[src/rtl/instr_encoder.sv]
// Streaming RV32I instruction encoder. It packs one operation request per handshake
// into a 32-bit instruction word and emits it through a one-deep registered output stage.
module instr_encoder #(
  parameter int          CNT_W     = 16,
  parameter logic [31:0] BASE_ADDR = 32'h0000_0000
) (
  input  logic             clk,
  input  logic             rst_n,
  input  logic             clear,
  input  logic             in_valid,
  output logic             in_ready,
  input  logic [3:0]       in_class,
  input  logic [4:0]       in_rd,
  input  logic [4:0]       in_rs1,
  input  logic [4:0]       in_rs2,
  input  logic [2:0]       in_funct3,
  input  logic             in_funct7b5,
  input  logic [31:0]      in_imm,
  output logic             out_valid,
  input  logic             out_ready,
  output logic [31:0]      out_instr,
  output logic [31:0]      out_pc,
  output logic             out_err,
  output logic [CNT_W-1:0] word_count,
  output logic [7:0]       err_count
);

  localparam logic [31:0] NOP_WORD = 32'h0000_0013;

  localparam logic [3:0] CLS_R     = 4'd0;
  localparam logic [3:0] CLS_I     = 4'd1;
  localparam logic [3:0] CLS_LW    = 4'd2;
  localparam logic [3:0] CLS_SW    = 4'd3;
  localparam logic [3:0] CLS_BEQ   = 4'd4;
  localparam logic [3:0] CLS_JAL   = 4'd5;
  localparam logic [3:0] CLS_JALR  = 4'd6;
  localparam logic [3:0] CLS_LUI   = 4'd7;
  localparam logic [3:0] CLS_AUIPC = 4'd8;

  localparam logic [6:0] OP_R     = 7'b0110011;
  localparam logic [6:0] OP_I     = 7'b0010011;
  localparam logic [6:0] OP_LW    = 7'b0000011;
  localparam logic [6:0] OP_SW    = 7'b0100011;
  localparam logic [6:0] OP_BEQ   = 7'b1100011;
  localparam logic [6:0] OP_JAL   = 7'b1101111;
  localparam logic [6:0] OP_JALR  = 7'b1100111;
  localparam logic [6:0] OP_LUI   = 7'b0110111;
  localparam logic [6:0] OP_AUIPC = 7'b0010111;

  logic signed [31:0] imm_s;
  logic               fits_i12;
  logic               fits_b13;
  logic               fits_j21;
  logic               fits_shamt;
  logic               is_shift;
  logic [31:0]        enc_word;
  logic               enc_err;
  logic [31:0]        enc_instr;

  assign imm_s      = in_imm;
  assign fits_i12   = (imm_s >= -32'sd2048)    && (imm_s <= 32'sd2047);
  assign fits_b13   = (imm_s >= -32'sd4096)    && (imm_s <= 32'sd4094)    && !in_imm[0];
  assign fits_j21   = (imm_s >= -32'sd1048576) && (imm_s <= 32'sd1048574) && !in_imm[0];
  assign fits_shamt = (imm_s >= 32'sd0)        && (imm_s <= 32'sd31);
  assign is_shift   = (in_funct3 == 3'b001) || (in_funct3 == 3'b101);

  // Field packing per class; unused register fields are tied to zero.
  always_comb begin
    enc_word = NOP_WORD;
    enc_err  = 1'b0;
    case (in_class)
      CLS_R: begin
        enc_word = {1'b0, in_funct7b5, 5'b0, in_rs2, in_rs1, in_funct3, in_rd, OP_R};
      end
      CLS_I: begin
        if (is_shift) begin
          // SLLI only has a zero bit 30; SRAI/SRLI take it from funct7b5.
          enc_err  = !fits_shamt || ((in_funct3 == 3'b001) && in_funct7b5);
          enc_word = {1'b0, in_funct7b5 & in_funct3[2], 5'b0, in_imm[4:0],
                      in_rs1, in_funct3, in_rd, OP_I};
        end else begin
          enc_err  = !fits_i12;
          enc_word = {in_imm[11:0], in_rs1, in_funct3, in_rd, OP_I};
        end
      end
      CLS_LW: begin
        enc_err  = !fits_i12;
        enc_word = {in_imm[11:0], in_rs1, 3'b010, in_rd, OP_LW};
      end
      CLS_SW: begin
        enc_err  = !fits_i12;
        enc_word = {in_imm[11:5], in_rs2, in_rs1, 3'b010, in_imm[4:0], OP_SW};
      end
      CLS_BEQ: begin
        enc_err  = !fits_b13;
        enc_word = {in_imm[12], in_imm[10:5], in_rs2, in_rs1, 3'b000,
                    in_imm[4:1], in_imm[11], OP_BEQ};
      end
      CLS_JAL: begin
        enc_err  = !fits_j21;
        enc_word = {in_imm[20], in_imm[10:1], in_imm[11], in_imm[19:12], in_rd, OP_JAL};
      end
      CLS_JALR: begin
        enc_err  = !fits_i12;
        enc_word = {in_imm[11:0], in_rs1, 3'b000, in_rd, OP_JALR};
      end
      CLS_LUI: begin
        enc_err  = (in_imm[11:0] != 12'd0);
        enc_word = {in_imm[31:12], in_rd, OP_LUI};
      end
      CLS_AUIPC: begin
        enc_err  = (in_imm[11:0] != 12'd0);
        enc_word = {in_imm[31:12], in_rd, OP_AUIPC};
      end
      default: begin
        enc_err  = 1'b1;
      end
    endcase
  end

  assign enc_instr = enc_err ? NOP_WORD : enc_word;

  logic             out_valid_q, out_valid_d;
  logic [31:0]      out_instr_q, out_instr_d;
  logic [31:0]      out_pc_q,    out_pc_d;
  logic             out_err_q,   out_err_d;
  logic [CNT_W-1:0] word_count_q, word_count_d;
  logic [7:0]       err_count_q,  err_count_d;
  logic             accept;

  assign in_ready = !clear && (!out_valid_q || out_ready);
  assign accept   = in_valid && in_ready;

  always_comb begin
    out_valid_d  = out_valid_q;
    out_instr_d  = out_instr_q;
    out_pc_d     = out_pc_q;
    out_err_d    = out_err_q;
    word_count_d = word_count_q;
    err_count_d  = err_count_q;
    if (clear) begin
      out_valid_d  = 1'b0;
      word_count_d = '0;
      err_count_d  = '0;
    end else begin
      if (out_valid_q && out_ready) begin
        out_valid_d = 1'b0;
      end
      if (accept) begin
        out_valid_d  = 1'b1;
        out_instr_d  = enc_instr;
        out_err_d    = enc_err;
        out_pc_d     = BASE_ADDR + (32'(word_count_q) << 2);
        word_count_d = word_count_q + CNT_W'(1);
        if (enc_err && (err_count_q != 8'hFF)) begin
          err_count_d = err_count_q + 8'd1;
        end
      end
    end
  end

  always_ff @(posedge clk or negedge rst_n) begin
    if (!rst_n) begin
      out_valid_q  <= 1'b0;
      out_instr_q  <= NOP_WORD;
      out_pc_q     <= BASE_ADDR;
      out_err_q    <= 1'b0;
      word_count_q <= '0;
      err_count_q  <= '0;
    end else begin
      out_valid_q  <= out_valid_d;
      out_instr_q  <= out_instr_d;
      out_pc_q     <= out_pc_d;
      out_err_q    <= out_err_d;
      word_count_q <= word_count_d;
      err_count_q  <= err_count_d;
    end
  end

  assign out_valid  = out_valid_q;
  assign out_instr  = out_instr_q;
  assign out_pc     = out_pc_q;
  assign out_err    = out_err_q;
  assign word_count = word_count_q;
  assign err_count  = err_count_q;

endmodule

[config.mk]
export PLATFORM = sky130hd
export DESIGN_NAME = instr_encoder
export DESIGN_NICKNAME = d
export VERILOG_FILES = /design/src/rtl/instr_encoder.sv
export SDC_FILE = /design/constraint.sdc
export NUM_CORES = 1
export LEC_CHECK = 0
export CAP_MARGIN = 30
export CORE_MARGIN = 2
export CORE_UTILIZATION = 34
export CTS_CLUSTER_SIZE = 25
export DETAILED_ROUTE_END_ITERATION = 8
export GPL_TIMING_DRIVEN = 0
export PLACE_DENSITY = 0.72
export SYNTH_ARGS = -nofsm -noshare
export SYNTH_HDL_FRONTEND = slang
export SYNTH_SLANG_ARGS = --single-unit
[constraint.sdc]
create_clock -name clk -period 1.55 [get_ports clk]
set_input_delay 0.155 -clock clk [delete_from_list [all_inputs] [get_ports clk]]
set_output_delay 0.155 -clock clk [all_outputs]
set_load 0.02 [all_outputs]
==> impl_metrics.tcl, run 1 <==
set metrics [dict create \
    number_of_antenna_cells_inserted 0 \
    leakage_nw 3.10 \
    die-area_mm2 0.0130 \
    tritoncts "built" \
    cell_count_final_fillers_out 833 \
    area_growth_pct 62.1 \
    cts.clk_slew.worst_paths_ns 0.06 \
    synth.area.top_cells "sky130_fd_sc_hd__dfrtp_1 43%, sky130_fd_sc_hd__nand2_1 9.7%, sky130_fd_sc_hd__a21oi_1 3.9%" \
    fin_worst_skew_ns 0.00697 \
    max-vdd-ir-drop_v 0.000670 \
    synth_edf_count 0 \
    multi_input_area_mm2 0.00246 \
    slowest_stage "sky130_fd_sc_hd__or4_4" \
    netlist_instances 492 \
    power.density_mw_per_mm2 846 \
    num_vias 4500 \
    worstMarginPinSlew_ns 0.574 \
    timing.reg2reg.setup_slack_ns -0.11 \
    final.setup.tns_ns -3.43 \
    area.sequential_mm2 0.00181 \
    max_freq_mhz 574 \
    clk_path_buf_depth 2 \
    drt-pass1-iter-count 5 \
    timing_hold_violations_final 0 \
    postSynth.asyncResetShare_pct 100 \
    grt_util_all_layers_pct 22.8 \
    path_cells "buf_6 > nand2b_4 > or4_4 > o2111ai_2 > o41ai_2 > o211a_4 > buf_6 > o31ai_1 > a21oi_2" \
    p_total_w 0.00566 \
    die_height_um 114 \
    numPlacedInstances 786 \
    whs_path_depth 3 \
    gp_congestion 0.907 \
    setup_cp_type "in -> reg" \
    insertion_delay_ns 0.34 \
    synth.avg_cell_area_um2 8.39 \
    routed_via_density 5.40 \
    ys_top_cells_by_count "107 x sky130_fd_sc_hd__nand2_1, 71 x sky130_fd_sc_hd__dfrtp_1, 33 x sky130_fd_sc_hd__nor2_1" \
    reg2reg_depth 7 \
    cts_made_buffers 9 \
    ys_seq_area_share_pct 43.7 \
    worst_slew_margin_rel_pct 61.7 \
    period_share_pct 112 \
    violations_in_the_final_reports "negative setup slack" \
    post_route_setup_slack_ns -0.192 \
    worstSetupEndpointType "register" \
    syn-cell-area_mm2 0.00413 \
    final-setup-viol-count 41 \
    ys_ff_latch 72 \
    detail_route.iter0.violations 371 \
    rr_startpoint "err_count[3]" \
    setup.worst_path.start_class "primary input" \
    post-dp-hpwl_mm 10.6 \
    internal_power_w 0.00407 \
    netlist-cell-type-count 55 \
    initial_utilization_pct 34.6 \
    antenna_found_initial 0 \
    timing_max_transition_violations_final 0 \
    placement_rows 40 \
    critPathTopFamily "compound AO/OA/AOI/OAI gates" \
    htreeDepth 3 \
    tritoncts_num_sinks 72 \
    most_common_cell_in_the_netlist "sky130_fd_sc_hd__nand2_1" \
    routed_wire_length_per_instance_um 17.7 \
    post_dp_cell_area_mm2 0.00580 \
    clockPowerShare_pct 43.2 \
    r2r-end "err_count[7]" \
    sw_frac_of_total_pct 28.0 \
    io-pin-count 151 \
    drc 0 \
    power.combinational.fraction_pct 21.0 \
    grt_max_degree 73 \
    cpPeakStageDelay_ns 0.49 \
    power.sequential.fraction_pct 35.8 \
    timing.critical_path.required_ns 1.75 \
    final_net_count 743 \
    global_route_wire_length_before_repair_mm 23.2 \
    net-switching-power_w 0.00158 \
    synth_top_area_cell "sky130_fd_sc_hd__dfrtp_1" \
    status "finished with violations" \
    layout-drive-gt1-share_pct 26.1 \
    n_fill_cell 1091 \
    design_area_mm2 0.00669 \
    first_global_vias 4374 \
    min_delay_worst_endpoint "out_instr[21]" \
    worstPathBufferInverterCount 2 \
    hold-worst-slack_ns 0.0893 \
    worst_path_most_repeated_cell "sky130_fd_sc_hd__buf_6" \
    finalWirelength_mm 14.8 \
    hold_path.class "in -> reg" \
    yosysTopAreaCellShare_pct 43.1 \
    floorplan.die.width_um 114 \
    coreArea_mm2 0.0119 \
    max-cap-violations 0 \
    final_antenna_net_count 0 \
    grt_remaining_overflow 0 \
    ys_dominant_reg_cell "sky130_fd_sc_hd__dfrtp_1" \
    grt_setup_unrepaired "true" \
    cts.root.buffer_cell "sky130_fd_sc_hd__clkbuf_16" \
    worst-path-max-fanout 7 \
    synthesis.yosys.warnings 0 \
    arrival_time_at_the_worst_endpoint_ns 1.94 \
    place.port_buffers 131 \
    min-delay-start "in_imm[21]" \
    time_the_worst_path_needs_with_i_o_delays_and_setup_ns 1.74 \
]
## repair_timing
item,4_1_cts,5_1_grt
buffers inserted,23,5
hold buffers,1,0
setup endpoints to repair,78,60
resized for setup,233,27
cloned,3,0
pin swaps,28,7
endpoints found under the hold margin,44,0
## worst reg2reg max path, stage by stage, from the launching register on
cell and delay [ns]:
sky130_fd_sc_hd__dfrtp_1 0.38, sky130_fd_sc_hd__and3_1 0.21, sky130_fd_sc_hd__and3_4 0.20, sky130_fd_sc_hd__nand3_2 0.09, sky130_fd_sc_hd__nand2_2 0.07, sky130_fd_sc_hd__buf_4 0.15, sky130_fd_sc_hd__o31ai_1 0.34, sky130_fd_sc_hd__a21oi_2 0.10
## layer usage
layer  share of wire (%)  routed length [um]  GRT usage [%]  vias up
met5                   0                   0              0        -
met2                  48                7120           37.4      207
met3                 6.5                 965           4.50       22
met1                  44                6470           30.8     2164
li1                    -                   -              -     2107
met4                 1.5                 219           6.59        0
## sequential cells by signal (all words and copies together) (netlist names)
register and count:
out_valid 1, out_pc 16, out_instr 30, out_err 1, err_count 8, word_count 16
## logic make-up (layout without fill, tap and decap cells)
logic type	Yosys count	count (layout)	share of synthesized area (%)
adders and majority gates	2	2	0.606
and+or+nand+nor	218	219	24.6
xor gates and xnor gates	14	14	2.97
other	2	18	0.182
buffers and inverters	54	231	6.67
AOI/OAI and AO/OA	125	125	20.0
DFF	72	72	43.7
muxes	5	5	1.30
## layout make-up
class                      instances  area share [%]
multi-input combinational        383            36.8
tap                              147            2.75
inverter                           6           0.337
clock inverter                     6            1.72
clock buffer                      10            3.42
timing repair buffer             163            22.6
sequential                        72            27.1
buffer                            46            5.29
## per-stage QoR
stage          utilization [%]  setup WS (ns)
2_1_floorplan                -         -0.359
3_3_place_gp              48.7          -2.39
3_5_place_dp              48.7          -1.35
4_1_cts                   55.2         -0.214
5_1_grt                   56.2         -0.239
6_report                  56.2         -0.192
## worst max path at each step
| stage | cells past startpoint | to | startpoint | slack, ns |
|---|---|---|---|---|
| 3_5_place_dp | 9 | out_instr[23] | in_imm[31] | -1.35 |
| 5_1_grt | 9 | err_count[7] | in_funct3[1] | -0.24 |
| 2_1_floorplan | 7 | err_count[6] | in_class[3] | -0.36 |
| 4_1_cts | 9 | err_count[7] | in_funct3[1] | -0.21 |
| 3_3_place_gp | 1 | word_count[4] | rst_n | -2.39 |
| 6_report | 9 | err_count[7] | in_funct3[1] | -0.19 |
## power by group through the flow
stage | Combinational (W) | Sequential, W | Clock (W)
floorplan | 0.000437 | 0.00215 | 0
global placement | 0.00107 | 0.00205 | 0
detailed placement | 0.00108 | 0.00205 | 0
CTS | 0.00116 | 0.00202 | 0.00247
global route | 0.00127 | 0.00203 | 0.00256
finish | 0.00119 | 0.00202 | 0.00244
## cells in the final DEF (no fill, tap or decap), types with 7 or more instances in the layout
master / instances
sky130_fd_sc_hd__a211oi_1: 9
sky130_fd_sc_hd__conb_1: 18
sky130_fd_sc_hd__nand2_1: 102
sky130_fd_sc_hd__nand3_1: 8
sky130_fd_sc_hd__clkbuf_1: 10
sky130_fd_sc_hd__clkbuf_16: 12
sky130_fd_sc_hd__a21oi_1: 29
sky130_fd_sc_hd__nor4_4: 7
sky130_fd_sc_hd__dfrtp_1: 65
sky130_fd_sc_hd__nor2_1: 28
sky130_fd_sc_hd__nor2b_1: 16
sky130_fd_sc_hd__clkdlybuf4s50_1: 65
sky130_fd_sc_hd__nand4_1: 9
sky130_fd_sc_hd__buf_6: 7
sky130_fd_sc_hd__o21ai_1: 18
sky130_fd_sc_hd__clkdlybuf4s15_2: 7
sky130_fd_sc_hd__a22oi_1: 12
sky130_fd_sc_hd__a22o_1: 10
sky130_fd_sc_hd__xor2_1: 10
sky130_fd_sc_hd__buf_2: 16
sky130_fd_sc_hd__dlygate4sd2_1: 25
sky130_fd_sc_hd__buf_4: 51
No activity file was read; power rests on OpenSTA's default activity.
==> run 2, diff against run 1 <==
Settings changed: CTS_CLUSTER_SIZE 25 to default.
==> results of run 2 <==
Same layout as run 1: the final DEF is identical, and so are final timing and power.
==> run 3, diff against run 2 <==
==> constraint.sdc (replaced) <==
create_clock -name clk -period 1.55 [get_ports clk]
set_input_delay 0.31 -clock clk [delete_from_list [all_inputs] [get_ports clk]]
set_output_delay 0.31 -clock clk [all_outputs]
set_load 0.02 [all_outputs]
==> impl_metrics.tcl, run 3 (synthesized netlist as in run 1, its figures left out) <==
set metrics [dict create \
    status "finished with violations" \
    violations_in_the_final_reports "negative hold slack, negative setup slack" \
    place.port_buffers 131 \
    initial_utilization_pct 34.6 \
    post-dp-hpwl_mm 10.6 \
    final.setup.tns_ns -10.50 \
    area_growth_pct 60.3 \
    die_height_um 114 \
    cts.clk_slew.worst_paths_ns 0.06 \
    hold-worst-slack_ns -0.0203 \
    antenna_found_initial 0 \
    worstMarginPinSlew_ns 0.580 \
    post_route_setup_slack_ns -0.348 \
    first_global_vias 4379 \
    slowest_stage "sky130_fd_sc_hd__or4_4" \
    clk_path_buf_depth 2 \
    setup_cp_type "in -> reg" \
    timing_hold_violations_final 26 \
    routed_via_density 5.43 \
    leakage_nw 3.27 \
    insertion_delay_ns 0.34 \
    largest_register_ffs 30 \
    cpPeakStageDelay_ns 0.49 \
    global_route_wire_length_before_repair_mm 23.2 \
    grt_util_all_layers_pct 22.9 \
    finalWirelength_mm 14.9 \
    p_total_w 0.00561 \
    grt_max_degree 73 \
    timing_max_transition_violations_final 0 \
    setup.worst_path.start_class "primary input" \
    worstSetupEndpointType "register" \
    placement_rows 40 \
    layout-drive-gt1-share_pct 27.9 \
    cts_made_buffers 9 \
    io-pin-count 151 \
    floorplan.die.width_um 114 \
    worst_slew_margin_rel_pct 61.3 \
    layout.cells.most_common "sky130_fd_sc_hd__nand2_1" \
    power.density_mw_per_mm2 848 \
    drt-pass1-iter-count 5 \
    cts.root.buffer_cell "sky130_fd_sc_hd__clkbuf_16" \
    final-setup-viol-count 40 \
    max-cap-violations 0 \
    drc 0 \
    final_net_count 738 \
    max-vdd-ir-drop_v 0.000743 \
    final_antenna_net_count 0 \
    grt_setup_unrepaired "true" \
    grt_remaining_overflow 0 \
    gp_congestion 0.907 \
    critPathTopFamily "simple AND/OR/NAND/NOR gates" \
    tritoncts "built" \
    time_the_worst_path_needs_with_i_o_delays_and_setup_ns 1.90 \
    path_cells "buf_6 > nand2b_4 > or4_4 > o2111ai_2 > o41ai_2 > o211a_4 > buf_6 > or4_4 > a21oi_2" \
    coreArea_mm2 0.0119 \
    design_area_mm2 0.00662 \
    arrival_time_at_the_worst_endpoint_ns 2.16 \
    worst-path-max-fanout 7 \
    routed_wire_length_per_instance_um 18.0 \
    die-area_mm2 0.0130 \
    num_vias 4498 \
    most-common-layout-cells "102 x sky130_fd_sc_hd__nand2_1, 73 x sky130_fd_sc_hd__dlygate4sd2_1, 64 x sky130_fd_sc_hd__dfrtp_1" \
    detail_route.iter0.violations 342 \
    fin_worst_skew_ns 0.00906 \
    period_share_pct 122 \
    htreeDepth 3 \
    timing.critical_path.required_ns 1.81 \
    number_of_antenna_cells_inserted 0 \
    tritoncts_num_sinks 72 \
    hold_path.class "in -> async" \
    worstPathBufferInverterCount 2 \
    post_dp_cell_area_mm2 0.00580 \
    max_freq_mhz 527 \
]
==> run 3: cell count changes in the layout (fill, tap and decap cells not counted), moves of 3 or more <==
cell / previous run / this run
sky130_fd_sc_hd__clkdlybuf4s15_2: 7 / 0
sky130_fd_sc_hd__o21ai_1: 18 / 5
sky130_fd_sc_hd__clkbuf_8: 3 / 0
sky130_fd_sc_hd__buf_8: 1 / 4
sky130_fd_sc_hd__clkdlybuf4s15_1: 2 / 6
sky130_fd_sc_hd__buf_4: 51 / 46
sky130_fd_sc_hd__clkdlybuf4s50_1: 65 / 17
sky130_fd_sc_hd__clkbuf_4: 2 / 5
sky130_fd_sc_hd__dlygate4sd2_1: 25 / 73
sky130_fd_sc_hd__o21ai_2: 4 / 17
sky130_fd_sc_hd__dlymetal6s2s_1: 6 / 3
sky130_fd_sc_hd__buf_6: 7 / 12
==> run 3: what timing repair did <==
| action | in CTS | in global routing |
|---|---|---|
| gates resized for setup | 254 | 92 |
| pin swaps | 26 | 13 |
| buffers inserted | 21 | 3 |
| hold buffers | 0 | 0 |
| gates cloned | 3 | 0 |
| endpoints found under the setup margin | 133 | 69 |
==> run 3: per-stage QoR <==
step | instances | setup slack [ns] | util [%]
2_1_floorplan | 508 | -0.514 | -
3_3_place_gp | 786 | -2.54 | 48.7
3_5_place_dp | 786 | -1.50 | 48.7
4_1_cts | 824 | -0.365 | 53.5
5_1_grt | 828 | -0.384 | 55.5
6_report | 828 | -0.348 | 55.5
==> run 3: area by class of cell <==
cell class	count	area (um^2)
fill	1094	5300
buffer	46	337
inverter	6	22.5
sequential	72	1810
tap	147	184
multi-input combinational	383	2520
timing repair buffer	158	1400
clock inverter	6	115
clock buffer	10	229
==> run 3: worst paths after layout <==
check | from | to | slack [ns] | depth (start not counted)
worst max-delay path | in_funct3[1] | err_count[7] | -0.35 | 9
min in group clk | in_imm[21] | out_instr[21] | 0.24 | 3
worst min-delay path | rst_n | err_count[0] | -0.02 | 2
max in group asynchronous | rst_n | word_count[3] | 1.25 | 2
worst max register to register | err_count[3] | err_count[7] | -0.29 | 6
worst min register to register | out_pc[17] | out_pc[17] | 0.47 | 2
==> run 3: per-layer routing <==
| layer | share of wire [%] | up-vias | GRT usage, % |
|---|---|---|---|
| met3 | 7.7 | 24 | 4.76 |
| met4 | 1.5 | 0 | 6.59 |
| met2 | 49 | 214 | 37.7 |
| met1 | 42 | 2166 | 30.5 |
| met5 | 0 | - | 0 |
| li1 | - | 2094 | - |
==> run 3: power breakdown <==
part           switching (W)  internal, W  leakage [nW]
sequential         0.0000560      0.00196         0.975
clock               0.000859      0.00158         0.164
combinational       0.000673     0.000472          2.13
total                0.00159      0.00402          3.27
